File: config.mk
export PLATFORM = sky130hd
export DESIGN_NAME = jtcps1_gfx_addr_req
export DESIGN_NICKNAME = d
export VERILOG_FILES = /design/src/rtl/jtcps1_gfx_pkg.sv /design/src/rtl/jtcps1_gfx_addr_req.sv
export SDC_FILE = /design/constraint.sdc
export NUM_CORES = 1
export LEC_CHECK = 0
export CORE_ASPECT_RATIO = 1.5
export CORE_MARGIN = 4
export CORE_UTILIZATION = 37
export DETAILED_ROUTE_END_ITERATION = 8
export GPL_ROUTABILITY_DRIVEN = 0
export PLACE_DENSITY_LB_ADDON = 0.25
export SYNTH_ARGS = -nofsm -noshare
export SYNTH_HDL_FRONTEND = slang
export SYNTH_SLANG_ARGS = --single-unit
File: constraint.sdc
create_clock -name clk -period 1.7 [get_ports clk]
set_input_delay 0.17 -clock clk [delete_from_list [all_inputs] [get_ports clk]]
set_output_delay 0.17 -clock clk [all_outputs]
set_load 0.03 [all_outputs]
File: src/rtl/jtcps1_gfx_pkg.sv
// Shared definitions for the CPS1 GFX requester: layer codes, FSM state encodings
// and the blank pixel word returned for unmapped tiles.
package jtcps1_gfx_pkg;

  typedef enum logic [2:0] {
    LAYER_OBJ   = 3'd0,
    LAYER_SCR1  = 3'd1,
    LAYER_SCR2  = 3'd2,
    LAYER_SCR3  = 3'd3,
    LAYER_STARS = 3'd4
  } gfx_layer_e;

  // FSM states kept as plain constants so older tools and netlists see fixed codes
  typedef logic [1:0] gfx_state_t;
  localparam gfx_state_t ST_IDLE = 2'd0;
  localparam gfx_state_t ST_MAP  = 2'd1;
  localparam gfx_state_t ST_ROM  = 2'd2;
  localparam gfx_state_t ST_DONE = 2'd3;

  localparam logic [31:0] GFX_BLANK = 32'hFFFF_FFFF;

endpackage

File: src/rtl/jtcps1_gfx_addr_req.sv
// Requester side of the CPS1 GFX bank mapper: takes one tile fetch at a time, waits for
// the mapper, builds the ROM word address and runs the SDRAM handshake.
module jtcps1_gfx_addr_req
  import jtcps1_gfx_pkg::*;
#(
  parameter int          SUB_W   = 6,
  parameter int          MAP_LAT = 2,
  parameter logic [31:0] BLANK   = GFX_BLANK
) (
  input  logic                clk,
  input  logic                rst_n,
  input  logic                req,
  input  logic [2:0]          layer,
  input  logic [15:0]         code,
  input  logic [SUB_W-1:0]    sub,
  output logic                busy,
  output logic                ok,
  output logic [31:0]         data,
  output logic                map_enable,
  output logic [2:0]          map_layer,
  output logic [9:0]          map_cin,
  input  logic [3:0]          map_offset,
  input  logic [3:0]          map_mask,
  input  logic                map_unmapped,
  output logic [16+SUB_W-1:0] rom_addr,
  output logic                rom_cs,
  input  logic                rom_ok,
  input  logic [31:0]         rom_data
);

  localparam int CNT_W = $clog2(MAP_LAT + 1);

  gfx_state_t          state_q,      state_d;
  logic [CNT_W-1:0]    cnt_q,        cnt_d;
  logic [15:0]         code_q,       code_d;
  logic [SUB_W-1:0]    sub_q,        sub_d;
  logic                rom_first_q,  rom_first_d;
  logic                busy_q,       busy_d;
  logic                ok_q,         ok_d;
  logic [31:0]         data_q,       data_d;
  logic                map_enable_q, map_enable_d;
  logic [2:0]          map_layer_q,  map_layer_d;
  logic [9:0]          map_cin_q,    map_cin_d;
  logic [16+SUB_W-1:0] rom_addr_q,   rom_addr_d;
  logic                rom_cs_q,     rom_cs_d;

  always_comb begin
    state_d     = state_q;
    cnt_d       = cnt_q;
    code_d      = code_q;
    sub_d       = sub_q;
    rom_first_d = 1'b0;
    data_d      = data_q;
    map_layer_d = map_layer_q;
    map_cin_d   = map_cin_q;
    rom_addr_d  = rom_addr_q;
    rom_cs_d    = rom_cs_q;

    case (state_q)
      ST_IDLE: begin
        if (req) begin
          code_d      = code;
          sub_d       = sub;
          map_layer_d = layer;
          map_cin_d   = code[15:6];
          cnt_d       = '0;
          state_d     = ST_MAP;
        end
      end
      ST_MAP: begin
        // cnt counts cycles since map_cin became valid; the result is usable once it hits MAP_LAT
        cnt_d = cnt_q + CNT_W'(1);
        if (cnt_q == CNT_W'(MAP_LAT)) begin
          if (map_unmapped) begin
            data_d  = BLANK;
            state_d = ST_DONE;
          end else begin
            rom_addr_d  = {(code_q[15:12] & map_mask) | map_offset, code_q[11:0], sub_q};
            rom_cs_d    = 1'b1;
            rom_first_d = 1'b1;
            state_d     = ST_ROM;
          end
        end
      end
      ST_ROM: begin
        // rom_ok in the first cycle can belong to the previous SDRAM client
        if (!rom_first_q && rom_ok) begin
          data_d   = rom_data;
          rom_cs_d = 1'b0;
          state_d  = ST_DONE;
        end
      end
      ST_DONE: state_d = ST_IDLE;
      default: state_d = ST_IDLE;
    endcase

    busy_d       = (state_d != ST_IDLE);
    ok_d         = (state_d == ST_DONE);
    map_enable_d = (state_d == ST_MAP);
  end

  always_ff @(posedge clk or negedge rst_n) begin
    if (!rst_n) begin
      state_q      <= ST_IDLE;
      cnt_q        <= '0;
      code_q       <= '0;
      sub_q        <= '0;
      rom_first_q  <= 1'b0;
      busy_q       <= 1'b0;
      ok_q         <= 1'b0;
      data_q       <= '0;
      map_enable_q <= 1'b0;
      map_layer_q  <= '0;
      map_cin_q    <= '0;
      rom_addr_q   <= '0;
      rom_cs_q     <= 1'b0;
    end else begin
      state_q      <= state_d;
      cnt_q        <= cnt_d;
      code_q       <= code_d;
      sub_q        <= sub_d;
      rom_first_q  <= rom_first_d;
      busy_q       <= busy_d;
      ok_q         <= ok_d;
      data_q       <= data_d;
      map_enable_q <= map_enable_d;
      map_layer_q  <= map_layer_d;
      map_cin_q    <= map_cin_d;
      rom_addr_q   <= rom_addr_d;
      rom_cs_q     <= rom_cs_d;
    end
  end

  assign busy       = busy_q;
  assign ok         = ok_q;
  assign data       = data_q;
  assign map_enable = map_enable_q;
  assign map_layer  = map_layer_q;
  assign map_cin    = map_cin_q;
  assign rom_addr   = rom_addr_q;
  assign rom_cs     = rom_cs_q;

endmodule

==> impl_metrics.ini <==
[run_status]
outcome = complete, no violations

[yosys]
synth_top_cell_by_area = dfrtp_1
synth_nets = 398
ys_types = 26
yosys-top-cells-area = dfrtp_1 59%, mux2_2 8.8%, nand2_1 6.7%, o21ai_0 4.8%, nand3_1 4.3%
ys_seq_area_share_pct = 59.0
syn-instance-count = 327
synth_seq_cells = 88
syn_area_sq_um = 3730
yosys_warnings = 0
syn_avg_cell_area_sq_um = 11.4
synth_top_area_share_pct = 59.0

[floorplan]
rows = 44
die_h_um = 131
start_util_pct = 38.3
core_sq_um = 9740
die_w_um = 90.0
io_pins = 141
die-area_sq_um = 11800

[drt]
vias = 2848
drc_errors = 0
drtPass1Iterations = 4
ant_nets = 0
viasPerCell = 4.94
drt_iter0_markers = 73
drt_wl_total_mm = 8.94
routedWlPerCell_um = 15.5

[final_layout]
finalCoreUtilization_pct = 56.5
drive_gt1_share_pct = 14.5
nets = 531
final_cells = 576
num-fill-cells = 842
diodes = 0
syn_to_final_growth_pct = 47.7

[cts]
post-cts-setup-buffer-count = 0
cts_resized = 0
cts_inserted_buffers = 9
cts_tree = built
h-tree-depth = 3
clockBufferDepth = 2
holdBufCountCts = 1
clock-root-buffer = clkbuf_16
cts_num_sinks = 88
clkLatencyLatePin_ns = 0.33
clk_pin_slew_worst_paths_ns = 0.06

[power]
cellLeakagePower_nw = 2.33
peakVddDrop_uv = 570
power_density_nw_per_um2 = 1670

[critical_path]
worstSetupStartpointType = flip-flop
crit_family = buffers and inverters
worstPathBufferInverterCount = 1
crit_path_end_kind = primary output
cp_slowest_cell = clkdlybuf4s50_1
cp.arrival_ns = 1.41
path_class = flip-flop to primary output
cp.required_ns = 1.53
crit_path_max_fanout = 3
cp_slowest_stage_delay_ns = 0.69
reg2regPathDepth = 5
worst-path-stages = 1
path_cells = clkdlybuf4s50_1

[timing]
hold_slack_ns = 0.383
layout_setup_ws_ns = 0.119
relSlewSlack_pct = 68.9
setup_viol = 0
slew_viol_final = 0
fin_crit_sh_pct = 93.0
max_freq_mhz = 633
post-route-min-period_ns = 1.58
fin_tns_setup_ns = 0
rsz0062_at_grt = no
tightest_slew_ns = 0.466
hold_viol = 0
skew_ns = 0.00474

[grt]
grt_pass1_wl_mm = 14.4
antenna_found_initial = 0
grt_max_degree = 89
grt_pass1_vias = 2908
overflow = 0
grt_use_total_pct = 15.2

[job]
maxCapViolCount = 0

[hold_path]
hold_path_depth = 3
hp-class = input port to flip-flop

[place]
dp_worst_setup_slack_ns = 0.0385
dp.cells = 563
hpwl_mm = 6.28
io_buffers = 140
==> stage by stage <==
| step | cell area, sq um | total power [mW] |
|---|---|---|
| final | 5510 | 9.19 |
| after global routing | 5510 | 9.70 |
| after CTS | 5510 | 9.32 |
| after detailed placement | 5220 | 7.36 |
| after global placement | 5220 | 7.24 |
| after floorplan | 3730 | 5.84 |
==> final timing paths <==
| kind | from | end | slack, ns |
|---|---|---|---|
| min in group asynchronous | rst_n | rom_addr[8]$_DFFE_PN0P_ | 0.41 |
| hold / removal | rom_data[28] | data[28]$_DFFE_PN0P_ | 0.38 |
| max in group asynchronous | rst_n | data[3]$_DFFE_PN0P_ | 0.91 |
| setup reg to reg | cnt_q[0]$_DFFE_PN0P_ | rom_addr[3]$_DFFE_PN0P_ | 0.15 |
| hold reg to reg | sub_q[4]$_DFFE_PN0P_ | sub_q[4]$_DFFE_PN0P_ | 0.48 |
| setup / recovery | data[4]$_DFFE_PN0P_ | data[4] | 0.12 |
==> worst register-to-register path, stage by stage (launching register included) <==
cell,delay (ns)
dfrtp_1,0.38
inv_1,0.06
ha_1,0.15
and4bb_1,0.25
buf_12,0.21
mux2_2,0.38
==> final cells by class <==
| class | count | area, sq um | area share [%] |
|---|---|---|---|
| Inverter | 2 | 7.51 | 0.136 |
| Clock buffer | 11 | 253 | 4.59 |
| Sequential cell | 88 | 2200 | 40.0 |
| Timing Repair Buffer | 153 | 1560 | 28.3 |
| Clock inverter | 1 | 30.0 | 0.545 |
| Tap cell | 115 | 144 | 2.61 |
| Multi-Input combinational cell | 206 | 1310 | 23.8 |
==> layout by cell type, fill, tap and decap left out <==
| cell | instances |
|---|---|
| a21oi_1 | 10 |
| and4b_1 | 1 |
| and4bb_1 | 1 |
| buf_12 | 5 |
| buf_4 | 8 |
| bufinv_16 | 1 |
| clkbuf_16 | 9 |
| clkbuf_8 | 2 |
| clkdlybuf4s50_1 | 139 |
| dfrtp_1 | 88 |
| dlygate4sd3_1 | 1 |
| ha_1 | 1 |
| inv_1 | 2 |
| mux2_1 | 4 |
| mux2_2 | 29 |
| mux2_4 | 10 |
| nand2_1 | 67 |
| nand2b_1 | 1 |
| nand3_1 | 32 |
| nand4bb_1 | 1 |
| nor2_1 | 7 |
| nor3_1 | 1 |
| nor3b_4 | 1 |
| nor4bb_4 | 1 |
| o21ai_0 | 36 |
| o21bai_1 | 1 |
| or2_2 | 1 |
| or2b_1 | 1 |
==> power by group <==
group | internal (mW) | total [mW] | switching, mW
Clock | 1.19 | 1.91 | 0.729
Combinational | 1.92 | 4.02 | 2.10
Sequential | 2.82 | 3.25 | 0.431
==> flip-flops by register name (all words and copies together) (netlist names) <==
register	cells
data	32
rom_first_q	1
rom_addr	22
cnt_q	2
busy	1
rom_cs	1
ok	1
map_enable	1
state_q	2
map_layer	3
sub_q	6
code_q	16
==> synthesized netlist by cell type <==
cell type	instances
or2b_1	1
or2_2	1
a21oi_1	10
nor3_1	1
nor3b_4	1
dfrtp_1	88
nor2_1	7
nand3_1	32
nand2_1	67
mux2_4	10
and4b_1	1
nor4bb_1	1
buf_2	12
o21ai_0	36
clkbuf_1	3
ha_1	1
o21bai_1	1
mux2_2	29
buf_4	10
nand4bb_1	1
and4bb_1	1
buf_12	1
mux2_1	4
buf_6	5
nand2b_1	1
inv_1	2
==> kinds of logic (layout without fill, tap and decap cells) <==
family	Yosys count	in the layout	share of synthesized area [%]
buffers and inverters	33	167	6.17
AOI/OAI and AO/OA	47	47	6.37
DFF	88	88	59.0
muxes	43	43	14.0
adders and majority gates	1	1	0.335
and+or+nand+nor	115	115	14.1
==> metal layers <==
layer	track usage, %	up-vias	part of all wire, %	routed length [um]
li1	-	1359	-	-
met1	18.2	1382	42	3740
met2	26.6	95	51	4530
met3	4.18	12	6.2	551
met4	5.68	0	1.3	114
met5	0	-	0	0
(Power assumes the default switching activity.)
